<file path="src/rtl/branch_predictor_pkg.sv">
// Shared definitions for the branch predictor: 2-bit counter encodings,
// conditional-branch funct3 codes and the saturating counter step.
package branch_predictor_pkg;

   typedef enum logic [1:0] {
      SNT = 2'b00,
      WNT = 2'b01,
      WT  = 2'b10,
      ST  = 2'b11
   } cnt_e;

   localparam logic [2:0] BEQ  = 3'b000;
   localparam logic [2:0] BNE  = 3'b001;
   localparam logic [2:0] BLT  = 3'b100;
   localparam logic [2:0] BGE  = 3'b101;
   localparam logic [2:0] BLTU = 3'b110;
   localparam logic [2:0] BGEU = 3'b111;

   function automatic cnt_e sat_next(input cnt_e cur, input logic taken);
      cnt_e nxt;
      case (cur)
         SNT:     nxt = taken ? WNT : SNT;
         WNT:     nxt = taken ? WT  : SNT;
         WT:      nxt = taken ? ST  : WNT;
         ST:      nxt = taken ? ST  : WT;
         default: nxt = WNT;
      endcase
      return nxt;
   endfunction

endpackage

</file>
<file path="src/rtl/branch_predictor_bht_table.sv">
// Branch history table: array of 2-bit saturating counters with an
// asynchronous read port and one saturating update port.
module bht_table
   import branch_predictor_pkg::*;
#(
   parameter int ENTRIES = 16,
   parameter int IDX_W   = $clog2(ENTRIES)
) (
   input  logic             clk,
   input  logic             rst,
   input  logic [IDX_W-1:0] rd_idx_i,
   output cnt_e             rd_cnt_o,
   input  logic             upd_en_i,
   input  logic [IDX_W-1:0] upd_idx_i,
   input  logic             upd_taken_i
);

   cnt_e cnt_q [ENTRIES];
   cnt_e upd_cnt_d;

   // Read sees the stored value, so a same-cycle update is not bypassed.
   assign rd_cnt_o  = cnt_q[rd_idx_i];
   assign upd_cnt_d = sat_next(cnt_q[upd_idx_i], upd_taken_i);

   // Counter array storage: reset to weak-not-taken, one entry updated per cycle.
   always_ff @(posedge clk or posedge rst) begin
      if (rst) begin
         for (int i = 0; i < ENTRIES; i++) begin
            cnt_q[i] <= WNT;
         end
      end else if (upd_en_i) begin
         cnt_q[upd_idx_i] <= upd_cnt_d;
      end
   end

endmodule

</file>
<file path="src/rtl/branch_predictor.sv">
// Bimodal branch predictor: fetch-time prediction, execute-time resolution,
// mispredict detection and retired-branch statistics.
module branch_predictor
   import branch_predictor_pkg::*;
#(
   parameter int BHT_ENTRIES = 16,
   parameter int IDX_W       = $clog2(BHT_ENTRIES)
) (
   input  logic        clk,
   input  logic        rst,
   input  logic        stall,
   input  logic        fetch_valid,
   input  logic        fetch_is_branch,
   input  logic [31:0] fetch_pc,
   output logic        pred_taken,
   input  logic        ex_valid,
   input  logic        ex_is_branch,
   input  logic [31:0] ex_pc,
   input  logic [2:0]  ex_funct3,
   input  logic        br_eq,
   input  logic        br_lt,
   output logic        ex_taken,
   output logic        mispredict,
   input  logic        stat_clr,
   output logic [31:0] br_count,
   output logic [31:0] mispred_count
);

   logic [IDX_W-1:0] fetch_idx_s;
   logic [IDX_W-1:0] ex_idx_s;
   cnt_e             rd_cnt_s;
   logic             legal_s;
   logic             taken_raw_s;
   logic             resolve_s;
   logic             upd_en_s;
   logic             pred_q;
   logic             pred_d;
   logic [31:0]      br_count_q;
   logic [31:0]      br_count_d;
   logic [31:0]      mispred_count_q;
   logic [31:0]      mispred_count_d;
   logic             unused_s;

   assign fetch_idx_s = fetch_pc[IDX_W+1:2];
   assign ex_idx_s    = ex_pc[IDX_W+1:2];
   assign unused_s    = ^{fetch_pc[31:IDX_W+2], fetch_pc[1:0],
                          ex_pc[31:IDX_W+2], ex_pc[1:0], rd_cnt_s[0]};

   bht_table #(
      .ENTRIES (BHT_ENTRIES),
      .IDX_W   (IDX_W)
   ) u_bht (
      .clk         (clk),
      .rst         (rst),
      .rd_idx_i    (fetch_idx_s),
      .rd_cnt_o    (rd_cnt_s),
      .upd_en_i    (upd_en_s),
      .upd_idx_i   (ex_idx_s),
      .upd_taken_i (ex_taken)
   );

   // Branch outcome decode from comparator flags.
   always_comb begin
      legal_s     = 1'b1;
      taken_raw_s = 1'b0;
      case (ex_funct3)
         BEQ:     taken_raw_s = br_eq;
         BNE:     taken_raw_s = ~br_eq;
         BLT:     taken_raw_s = br_lt;
         BGE:     taken_raw_s = ~br_lt;
         BLTU:    taken_raw_s = br_lt;
         BGEU:    taken_raw_s = ~br_lt;
         default: legal_s     = 1'b0;
      endcase
   end

   // Gating with rst keeps the resolve outputs quiet while reset is held.
   assign resolve_s  = ex_valid & ex_is_branch & legal_s & ~rst;
   assign ex_taken   = resolve_s & taken_raw_s;
   assign mispredict = resolve_s & (pred_q != ex_taken);
   assign pred_taken = fetch_valid & fetch_is_branch & rd_cnt_s[1];
   assign upd_en_s   = resolve_s & ~stall;

   // Next state of the carried prediction and the statistics counters.
   always_comb begin
      pred_d          = pred_q;
      br_count_d      = br_count_q;
      mispred_count_d = mispred_count_q;
      if (stall) begin
         pred_d = pred_q;
      end else if (mispredict) begin
         pred_d = 1'b0;
      end else begin
         pred_d = pred_taken;
      end
      if (stat_clr) begin
         br_count_d      = 32'd0;
         mispred_count_d = 32'd0;
      end else if (upd_en_s) begin
         br_count_d      = br_count_q + 32'd1;
         mispred_count_d = mispred_count_q + {31'd0, mispredict};
      end else begin
         br_count_d      = br_count_q;
         mispred_count_d = mispred_count_q;
      end
   end

   // Prediction pipeline register and statistics registers.
   always_ff @(posedge clk or posedge rst) begin
      if (rst) begin
         pred_q          <= 1'b0;
         br_count_q      <= 32'd0;
         mispred_count_q <= 32'd0;
      end else begin
         pred_q          <= pred_d;
         br_count_q      <= br_count_d;
         mispred_count_q <= mispred_count_d;
      end
   end

   assign br_count      = br_count_q;
   assign mispred_count = mispred_count_q;

endmodule

</file>
<file path="config.mk">
export PLATFORM = sky130hd
export DESIGN_NAME = branch_predictor
export DESIGN_NICKNAME = d
export VERILOG_FILES = /design/src/rtl/branch_predictor_pkg.sv /design/src/rtl/branch_predictor_bht_table.sv /design/src/rtl/branch_predictor.sv
export SDC_FILE = /design/constraint.sdc
export NUM_CORES = 1
export LEC_CHECK = 0
export ABC_AREA = 1
export BUFFER_PORTS_ARGS = -buffer_cell sky130_fd_sc_hd__buf_2
export CELL_PAD_IN_SITES_DETAIL_PLACEMENT = 0
export CELL_PAD_IN_SITES_GLOBAL_PLACEMENT = 2
export CORE_MARGIN = 4
export CORE_UTILIZATION = 26
export DETAILED_ROUTE_END_ITERATION = 8
export PLACE_DENSITY = 0.79
export SETUP_SLACK_MARGIN = 0.05
export SYNTH_ARGS = -nofsm -noshare
export SYNTH_HDL_FRONTEND = slang
export SYNTH_SLANG_ARGS = --single-unit
</file>
<file path="constraint.sdc">
create_clock -name clk -period 2.7 [get_ports clk]
set_input_delay 0.135 -clock clk [delete_from_list [all_inputs] [get_ports clk]]
set_output_delay 0.135 -clock clk [all_outputs]
set_load 0.03 [all_outputs]
</file>
==> impl_metrics.csv, run 1 <==
group,metric,value,unit
routing,vias,5893,
sta,finClkSkew,0.0144,ns
global_routing,grt-busiest-layer,"met2",
final_layout,fin_util,0.318,
outcome,status,"finished clean",
routing,drtIter0Drc,376,
synth,ys_async_sr_fraction,1.00,
synth,synth-seq-area-share,0.413,
power_and_ir_drop,ir_worst_vdd,224,uV
routing,ant_nets,0,
min_path,hold_start,"stall",
routing,drt_first_pass_iters,5,
final_layout,diodes,0,
synth,ys_types,33,
place,dp_hpwl,14.4,mm
power_and_ir_drop,finalPower,2960,uW
clock_network,holdBufCountCts,0,
synth,synth_ff_type,"dfrtp_1",
power_and_ir_drop,power.switching,741,uW
synth,synth_edf_count,0,
floorplanning,core,22100,sq um
sta,worst_pin_slew,0.675,ns
run,max-cap-violations,0,
floorplanning,dieArea,25300,sq um
critical_path,worstPathRequired,2.99,ns
clock_network,cts_root_buf,"clkbuf_16",
floorplanning,dieWidth,159,um
synth,ys_warn_count,0,
power_and_ir_drop,p_seq_frac,0.493,
global_routing,grt_pass1_vias,5742,
critical_path,r2r_setup_slack,0.53,ns
sta,setup_viol,0,
synth,synth_nets,979,
critical_path,reg2reg_from,"br_count[0]$_DFFE_PP0P_",
power_and_ir_drop,p_per_area,421,nW/um^2
power_and_ir_drop,p_int,2220,uW
clock_network,cts_tree,"done",
critical_path,crit_start,"br_count[0]$_DFFE_PP0P_",
synth,postSynthCellCount,899,
clock_network,path_clk_slew,0.08,ns
place,place_congestion,0.852,
sta,fin_crit,2.17,ns
floorplanning,start_util,0.268,
power_and_ir_drop,leakage,0.00336,uW
sta,grt_setup_unrepaired,"false",
floorplanning,io_pins,144,
clock_network,cts_buffers,9,
sta,drv_slew,0,
synth,ys_seq_elements,97,
global_routing,gr-usage-all-layers,0.154,
sta,relSlewSlack,0.550,
sta,period_share,0.804,
sta,whs,0.0499,ns
global_routing,grtUsageMet1,0.223,
critical_path,path_class,"flip-flop to flip-flop",
global_routing,grt_max_degree,56,
critical_path,worst_ep_arrival_time,2.46,ns
global_routing,met2_usage,0.244,
min_path,min_path_type,"input port to flip-flop",
routing,viasPerCell,4.64,
sta,hold_viol,0,
clock_network,post_cts_buffers,0,
critical_path,start_kind,"flip-flop",
power_and_ir_drop,p_clk_frac,0.447,
clock_network,post_cts_resized,0,
final_layout,syn_to_final_growth,18.7,%
clock_network,clock_path_buffers,2,
routing,wl,19.5,mm
synth,syn-cell-area,5920,sq um
critical_path,critPathMaxFanout,4,
final_layout,fill_cells,2418,
global_routing,antenna_found_initial,0,
global_routing,grt-ovfl-total,0,
clock_network,clock-sinks,97,
routing,routedWlPerCell,15.3,um
routing,drc_errors,0,
global_routing,grt_pass1_wl,31.8,mm
clock_network,cts_max_level,3,
floorplanning,die_h,159,um
synth,avgSynthCellArea,6.59,sq um
sta,max_freq,461,MHz
clock_network,insertion_delay,0.36,ns
sta,setup_tns,0,ns
final_layout,nets,1065,
floorplanning,rows,54,
critical_path,critPathCaptureType,"flip-flop",
global_routing,met3_usage,0.0249,
power_and_ir_drop,pwr-share-comb,0.060,
final_layout,final_layout_size_suffix_gt1_frac,0.151,
power_and_ir_drop,swShare,0.250,
place,io_buffers,87,
-- layout by cell type, fill, tap and decap left out, types with 3 or more instances in the layout --
| master | synthesis | final |
|---|---|---|
| nor3_1 | 36 | 35 |
| o21ai_0 | 50 | 45 |
| o21ai_1 | 4 | 9 |
| nand3_1 | 79 | 78 |
| dfstp_2 | 16 | 16 |
| nand2_1 | 278 | 274 |
| o211ai_1 | 4 | 4 |
| nor2_1 | 113 | 108 |
| buf_2 | 5 | 87 |
| a21oi_1 | 37 | 37 |
| a31oi_1 | 3 | 3 |
| nand2_2 | 3 | 6 |
| nand4_1 | 29 | 29 |
| dfrtp_1 | 81 | 81 |
| inv_1 | 123 | 121 |
| clkbuf_16 | 0 | 9 |
| nor2_2 | 1 | 5 |
| buf_4 | 3 | 8 |
-- worst paths after layout --
kind / cells after the start / endpoint
worst max-delay path: 9 / br_count[26]$_DFFE_PP0P_
worst min-delay path: 3 / pred_q$_DFFE_PP0N_
worst max register to register: 9 / br_count[26]$_DFFE_PP0P_
worst min register to register: 2 / u_bht.cnt_q[4]$_DFFE_PP1P_
max in group asynchronous: 4 / u_bht.cnt_q[31]$_DFFE_PP0P_
min in group asynchronous: 3 / mispred_count[9]$_DFFE_PP0P_
-- state kept, by name, indices dropped and copies added (netlist names) --
name,flops
pred_q,1
br_count,32
mispred_count,32
u_bht.cnt_q,32
-- critical path: stages (launching register included) --
cell,delay (ns)
dfrtp_1,0.46
ha_1,0.22
nand3_1,0.14
nor2_1,0.29
nand2_1,0.11
nor3_1,0.50
nand2_1,0.15
nand2_1,0.09
nand2_1,0.05
nor2_1,0.10
-- stage by stage --
step	setup slack, ns	instance area, sq um	std cells
finish	0.530	7030	1270
global route	0.233	7030	1270
CTS	0.478	7030	1270
detailed placement	0.435	6740	1254
global placement	0.430	6740	1254
floorplan	-0.253	5980	899
-- synth_stat cells, types with 2 or more instances --
library cell | count | area, sq um
nand2_1 | 278 | 1040
inv_1 | 123 | 462
nor2_1 | 113 | 424
dfrtp_1 | 81 | 2030
nand3_1 | 79 | 395
o21ai_0 | 50 | 250
a21oi_1 | 37 | 185
nor3_1 | 36 | 180
nand4_1 | 29 | 181
dfstp_2 | 16 | 420
clkbuf_1 | 11 | 41.3
buf_2 | 5 | 25.0
o211ai_1 | 4 | 30.0
o21ai_1 | 4 | 20.0
a31oi_1 | 3 | 18.8
buf_4 | 3 | 22.5
ha_1 | 3 | 37.5
nand2_2 | 3 | 18.8
a21o_1 | 2 | 15.0
inv_2 | 2 | 7.51
nand3b_1 | 2 | 15.0
o21a_1 | 2 | 15.0
o21bai_1 | 2 | 15.0
or2_2 | 2 | 12.5
-- area by class of cell --
type                       count  area [sq um]  share of cell area
clock buffer                  10           229              0.0326
tap                          280           350              0.0498
timing repair buffer          95           495              0.0704
multi-input combinational    657          2970               0.422
sequential                    97          2450               0.348
clock inverter                 6          66.3             0.00943
inverter                     125           475              0.0676
-- power by group through the flow --
stage               combinational, uW  sequential (uW)  clock, uW
global placement                  185             1490          0
CTS                               184             1460       1380
detailed placement                184             1490          0
global route                      203             1460       1420
finish                            177             1460       1320
floorplan                         105             1490          0
-- layer usage --
layer	share of wire	vias to the layer above	wire (um)
met5	0	-	0
met4	0.0096	0	187
met3	0.037	13	729
met2	0.45	112	8760
met1	0.50	2707	9820
li1	-	3061	-
-- kinds of logic (layout without fill, tap and decap cells) --
| kind of cell | after synthesis | after routing | share of synthesized area |
|---|---|---|---|
| AO/OA/AOI/OAI | 106 | 106 | 0.0955 |
| AND/OR/NAND/NOR | 547 | 547 | 0.389 |
| adder cells (fa/ha/maj) | 3 | 3 | 0.00634 |
| buffers and inverters | 145 | 236 | 0.0948 |
| XOR/XNOR | 1 | 1 | 0.00148 |
| flip-flops | 97 | 97 | 0.413 |
No activity file was read; power rests on OpenSTA's default activity.
==> run 2, diff against run 1 <==
==> constraint.sdc (replaced) <==
create_clock -name clk -period 1.95 [get_ports clk]
set_input_delay 0.0975 -clock clk [delete_from_list [all_inputs] [get_ports clk]]
set_output_delay 0.0975 -clock clk [all_outputs]
set_load 0.03 [all_outputs]
==> impl_metrics.csv, run 2 (same netlist as run 1, synthesis figures left out) <==
group,metric,value,unit
outcome,status,"finished clean",
place,place_congestion,0.811,
power_and_ir_drop,swShare,0.258,
floorplanning,start_util,0.268,
power_and_ir_drop,p_per_area,556,nW/um^2
floorplanning,core,22100,sq um
sta,drv_slew,0,
power_and_ir_drop,p_seq_frac,0.484,
power_and_ir_drop,leakage,0.00362,uW
critical_path,path_cells,"nand2_1, nand3_2, inv_4, ha_4, nand2_4, nor2_4, nand2_2, nor3_1, nand3_1, nand4_1, nand2_1",
routing,routedWlPerCell,15.2,um
critical_path,critPathCaptureType,"flip-flop",
clock_network,clock_path_buffers,2,
routing,ant_nets,0,
global_routing,grt_pass1_vias,6029,
power_and_ir_drop,power.switching,1080,uW
power_and_ir_drop,p_clk_frac,0.450,
sta,worst_pin_slew,0.548,ns
global_routing,grt-ovfl-total,0,
power_and_ir_drop,ir_worst_vdd,378,uV
global_routing,antenna_found_initial,0,
min_path,min_path_type,"input port to flip-flop",
critical_path,critPathMaxFanout,3,
routing,viasPerCell,4.69,
global_routing,grt_max_degree,98,
clock_network,cts_buffers,9,
routing,drtIter0Drc,346,
sta,period_share,0.913,
final_layout,final_area,7510,sq um
place,io_buffers,87,
floorplanning,io_pins,144,
sta,fin_crit,1.78,ns
sta,hold_viol,0,
run,max-cap-violations,0,
place,dp_hpwl,15.1,mm
final_layout,final_layout_size_suffix_gt1_frac,0.207,
clock_network,path_clk_slew,0.08,ns
floorplanning,die_h,159,um
final_layout,syn_to_final_growth,26.8,%
clock_network,clock-sinks,97,
sta,finClkSkew,0.00842,ns
final_layout,nets,1115,
place,dpl_cell_area,7180,sq um
floorplanning,rows,54,
global_routing,grt_pass1_wl,32.9,mm
sta,setup_viol,0,
floorplanning,dieArea,25300,sq um
sta,relSlewSlack,0.634,
routing,drc_errors,0,
clock_network,holdBufCountCts,0,
floorplanning,dieWidth,159,um
critical_path,path_class,"flip-flop to flip-flop",
sta,grt_setup_unrepaired,"true",
clock_network,cts_root_buf,"clkbuf_16",
power_and_ir_drop,pwr-share-comb,0.065,
routing,vias,6190,
critical_path,critPathMaxStageDelay,0.40,ns
power_and_ir_drop,p_int,3100,uW
critical_path,crit_top_cell,"nand2_1",
critical_path,path_buf_inv,1,
global_routing,gr-usage-all-layers,0.160,
final_layout,layout_common_cells,"nand2_1, inv_1, nor2_1, buf_2, dfrtp_1",
sta,whs,0.0347,ns
clock_network,cts_tree,"done",
routing,drt_first_pass_iters,5,
sta,setup_tns,0,ns
critical_path,slowest_stage,"dfrtp_1",
routing,wl,20.0,mm
critical_path,crit_family,"simple AND/OR/NAND/NOR gates",
critical_path,worstPathRequired,2.20,ns
clock_network,cts_max_level,3,
critical_path,start_kind,"flip-flop",
clock_network,insertion_delay,0.36,ns
sta,max_freq,561,MHz
sta,setup_ws,0.169,ns
place,pre_cts_slack,-0.160,ns
critical_path,worst_ep_arrival_time,2.03,ns
final_layout,final_common_cell,"nand2_1",
final_layout,diodes,0,
[run 2: changes by cell type in the layout (fill, tap and decap cells not counted), moves of 3 or more]
cell     previous run  this run
buf_4               8        56
o21ai_0            45        31
o21ai_1             9        23
nor2_1            108       101
nor2_4              1         5
nor2_2              5         8
nor3_1             35        32
[run 2: power by group through the flow]
stage          sequential, uW  clock (uW)  combinational (uW)
2_1_floorplan            2060           0                 156
3_3_place_gp             2060           0                 280
3_5_place_dp             2060           0                 279
4_1_cts                  2020        1920                 279
5_1_grt                  2020        2010                 308
6_report                 2020        1880                 273
[run 2: metal layers]
layer	up-vias	global-route usage	routed length, um
met5	-	0	0
met3	14	0.0272	681
met2	98	0.258	9160
li1	3167	-	-
met1	2911	0.226	9990
met4	0	0.0347	187
[run 2: final timing paths]
check / from / to / slack, ns / cells after the start
setup / recovery: pred_q$_DFFE_PP0N_ / mispred_count[30]$_DFFE_PP0P_ / 0.17 / 11
hold / removal: stall / pred_q$_DFFE_PP0N_ / 0.03 / 3
setup reg to reg: pred_q$_DFFE_PP0N_ / mispred_count[30]$_DFFE_PP0P_ / 0.17 / 11
hold reg to reg: u_bht.cnt_q[24]$_DFFE_PP1P_ / u_bht.cnt_q[24]$_DFFE_PP1P_ / 0.47 / 2
max in group asynchronous: rst / u_bht.cnt_q[8]$_DFFE_PP1P_ / 1.47 / 4
min in group asynchronous: rst / mispred_count[0]$_DFFE_PP0P_ / 0.09 / 4
[run 2: layout make-up]
type                       count  area (sq um)
tap                          280           350
fill                        2395         14600
timing repair buffer         145           896
inverter                     125           475
clock inverter                 6          67.6
sequential                    97          2450
multi-input combinational    657          3050
clock buffer                  10           229
[run 2: per-stage QoR]
step / utilization / instances / total power (uW)
after floorplan: - / 899 / 2220
after global placement: 0.325 / 1303 / 2340
after detailed placement: 0.325 / 1303 / 2340
after CTS: 0.338 / 1319 / 4230
after global routing: 0.340 / 1320 / 4340
final: 0.340 / 1320 / 4170
[run 2: worst min-delay path, delay by kind of cell]
kind	cells	cell delay, ns
simple gates	2	0.11
buf+inv	1	0.14
[run 2: repair_timing]
item | CTS | global route
buffers inserted | 0 | 1
setup endpoints to repair | 0 | 19
gates resized for setup | 0 | 11
==> run 3, diff against run 2 <==
--- a/config.mk
+++ b/config.mk
@@ -5,14 +5,13 @@
 export SDC_FILE = /design/constraint.sdc
 export NUM_CORES = 1
 export LEC_CHECK = 0
-export ABC_AREA = 1
 export BUFFER_PORTS_ARGS = -buffer_cell sky130_fd_sc_hd__buf_2
 export CELL_PAD_IN_SITES_DETAIL_PLACEMENT = 0
 export CELL_PAD_IN_SITES_GLOBAL_PLACEMENT = 2
 export CORE_MARGIN = 4
-export CORE_UTILIZATION = 26
+export CORE_UTILIZATION = 29
 export DETAILED_ROUTE_END_ITERATION = 8
-export PLACE_DENSITY = 0.79
+export PLACE_DENSITY = 0.78
 export SETUP_SLACK_MARGIN = 0.05
 export SYNTH_ARGS = -nofsm -noshare
 export SYNTH_HDL_FRONTEND = slang
==> impl_metrics.csv, run 3 <==
group,metric,value,unit
synth,synth_nets,577,
critical_path,worst_ep_arrival_time,2.17,ns
synth,synth_edf_count,0,
clock_network,cts_max_level,3,
final_layout,layout_common_cells,"buf_2, dfrtp_1, buf_4, nor2_1, xor2_1",
synth,synth_ff_type,"dfrtp_1",
global_routing,grt_pass1_vias,4614,
clock_network,clock-sinks,97,
power_and_ir_drop,ir_worst_vdd,421,uV
synth,ys_top_cells_by_count,"dfrtp_1, nor2_1, xor2_1",
clock_network,insertion_delay,0.35,ns
power_and_ir_drop,finalPower,4070,uW
synth,synth_top_cell_by_area,"dfrtp_1",
critical_path,worstPathRequired,2.18,ns
sta,drv_slew,0,
synth,postSynthCellCount,497,
final_layout,final_cells,878,
clock_network,path_clk_slew,0.07,ns
global_routing,grt_max_degree,79,
final_layout,fin_util,0.399,
routing,viasPerCell,5.02,
synth,ys_seq_elements,97,
final_layout,fill_cells,1715,
sta,period_share,0.995,
synth,synth_top_area_share,0.389,
sta,setup_viol,0,
critical_path,crit_top_cell,"mux2_4",
clock_network,cts_root_buf,"clkbuf_16",
floorplanning,start_util,0.298,
global_routing,grt-ovfl-total,0,
clock_network,cts_tree,"done",
critical_path,critPathMaxFanout,8,
place,place_congestion,0.819,
floorplanning,io_pins,144,
power_and_ir_drop,leakage,0.00320,uW
sta,grt_setup_unrepaired,"true",
final_layout,final_layout_size_suffix_gt1_frac,0.420,
global_routing,antenna_found_initial,2,
global_routing,grt_pass1_wl,23.7,mm
floorplanning,dieArea,20200,sq um
routing,wl,14.7,mm
synth,synth_top_family_by_area,"simple AND/OR/NAND/NOR gates",
synth,synthAdderAreaFrac,0.0115,
final_layout,syn_to_final_growth,33.9,%
critical_path,start_kind,"flip-flop",
synth,ys_top_cells_by_area,"dfrtp_1, dfstp_2, mux2_2, xor2_1, nor2_1",
synth,synthXorXnorAreaFrac,0.0975,
critical_path,critPathCaptureType,"flip-flop",
synth,ys_warn_count,0,
power_and_ir_drop,p_per_area,584,nW/um^2
sta,fin_crit,1.94,ns
sta,relSlewSlack,0.324,
min_path,min_path_type,"input port to flip-flop",
critical_path,path_cells,"mux4_2, mux2_4, maj3_2, mux2_4",
critical_path,critPathMaxStageDelay,0.48,ns
routing,ant_nets,0,
routing,routedWlPerCell,16.7,um
routing,vias,4406,
synth,synth_compound_area_frac,0.0286,
synth,yosys.area_share.simple,0.240,
sta,finClkSkew,0.00709,ns
floorplanning,die_h,142,um
routing,drtIter0Drc,202,
synth,synth-seq-area-share,0.470,
place,io_buffers,87,
place,dp_hpwl,10.6,mm
floorplanning,rows,48,
synth,ys_types,46,
floorplanning,dieWidth,142,um
sta,max_freq,515,MHz
critical_path,path_class,"flip-flop to flip-flop",
synth,synth_most_common_cell,"dfrtp_1",
clock_network,cts_buffers,9,
floorplanning,core,17500,sq um
synth,ys_async_sr_fraction,1.00,
final_layout,nets,727,
synth,synth.area.mux_share,0.130,
global_routing,gr-usage-all-layers,0.147,
routing,drt_first_pass_iters,4,
routing,drc_errors,0,
outcome,status,"finished clean",
sta,whs,0.0403,ns
synth,syn-cell-area,5210,sq um
clock_network,clock_path_buffers,2,
run,max-cap-violations,0,
critical_path,slowest_stage,"mux4_2",
synth,avgSynthCellArea,10.5,sq um
sta,worst_pin_slew,1.01,ns
place,dp.cells,856,
final_layout,final_common_cell,"buf_2",
sta,hold_viol,0,
-- run 3: cell types whose count changed in the layout (fill, tap and decap cells not counted), moves of 25 or more --
| cell | change |
|---|---|
| nand2_1 | -242 |
| inv_1 | -115 |
| nand3_1 | -52 |
| xor2_1 | +41 |
| nor2_1 | -38 |
| a21oi_1 | -27 |
| nor3_1 | -27 |
| o21ai_0 | -25 |
-- run 3: worst paths after layout --
check,slack (ns),to,start,depth (start not counted)
setup / recovery,0.01,u_bht.cnt_q[9]$_DFFE_PP0P_,u_bht.cnt_q[11]$_DFFE_PP0P_,4
hold / removal,0.04,pred_q$_DFFE_PP0N_,stall,2
setup reg to reg,0.01,u_bht.cnt_q[9]$_DFFE_PP0P_,u_bht.cnt_q[11]$_DFFE_PP0P_,4
hold reg to reg,0.51,pred_q$_DFFE_PP0N_,pred_q$_DFFE_PP0N_,2
max in group asynchronous,0.59,br_count[18]$_DFFE_PP0P_,rst,4
min in group asynchronous,0.37,br_count[1]$_DFFE_PP0P_,rst,4
-- run 3: through the flow --
stage | cell area [sq um] | TNS [ns] | worst slack [ns]
after floorplan | 5270 | -0.253 | -0.0444
after global placement | 6400 | -8.63 | -0.255
after detailed placement | 6400 | -9.84 | -0.293
after CTS | 6770 | 0 | 0.00122
after global routing | 6970 | -1.97 | -0.146
final | 6970 | 0 | 0.0101
-- run 3: repair_timing --
action,4_1_cts,5_1_grt
pin swaps,4,5
setup buffers,1,3
resized for setup,10,41
hold endpoints to repair,19,0
hold buffers,1,0
setup endpoints to repair,35,66
-- run 3: critical path: cells and delay by family, from the launching register on --
family	cells	cell delay, ns
DFF	1	0.38
muxes	3	1.06
adders and majority gates	1	0.38
-- run 3: final cells by class --
class	count	area [sq um]	area share
antenna	1	2.50	0.000359
clock buffer	11	243	0.0348
clock inverter	5	55.1	0.00790
inverter	8	46.3	0.00664
multi-input combinational	371	2890	0.415
sequential	97	2460	0.352
tap	225	282	0.0404
timing repair buffer	160	996	0.143
-- run 3: cell families after synthesis --
| group | Yosys count |
|---|---|
| flops | 97 |
| buf+inv | 29 |
| simple gates | 230 |
| mux | 53 |
| xor+xnor | 58 |
| fa+ha+maj | 5 |
| compound gates | 25 |
-- run 3: routing by layer --
| metal | vias up | global-route usage | wire length [um] |
|---|---|---|---|
| met5 | - | 0 | 13 |
| met4 | 2 | 0.0576 | 323 |
| met3 | 27 | 0.0333 | 587 |
| met2 | 79 | 0.241 | 7150 |
| met1 | 2216 | 0.188 | 6590 |
| li1 | 2082 | - | - |
-- run 3: where the power goes --
part / internal, uW / switching, uW / leakage [uW] / total (uW)
Sequential: 2020 / 2.53 / 0.00129 / 2020
Clock: 1030 / 768 / 0.000142 / 1790
Combinational: 84.3 / 170 / 0.00177 / 255
Total: 3130 / 941 / 0.00320 / 4070
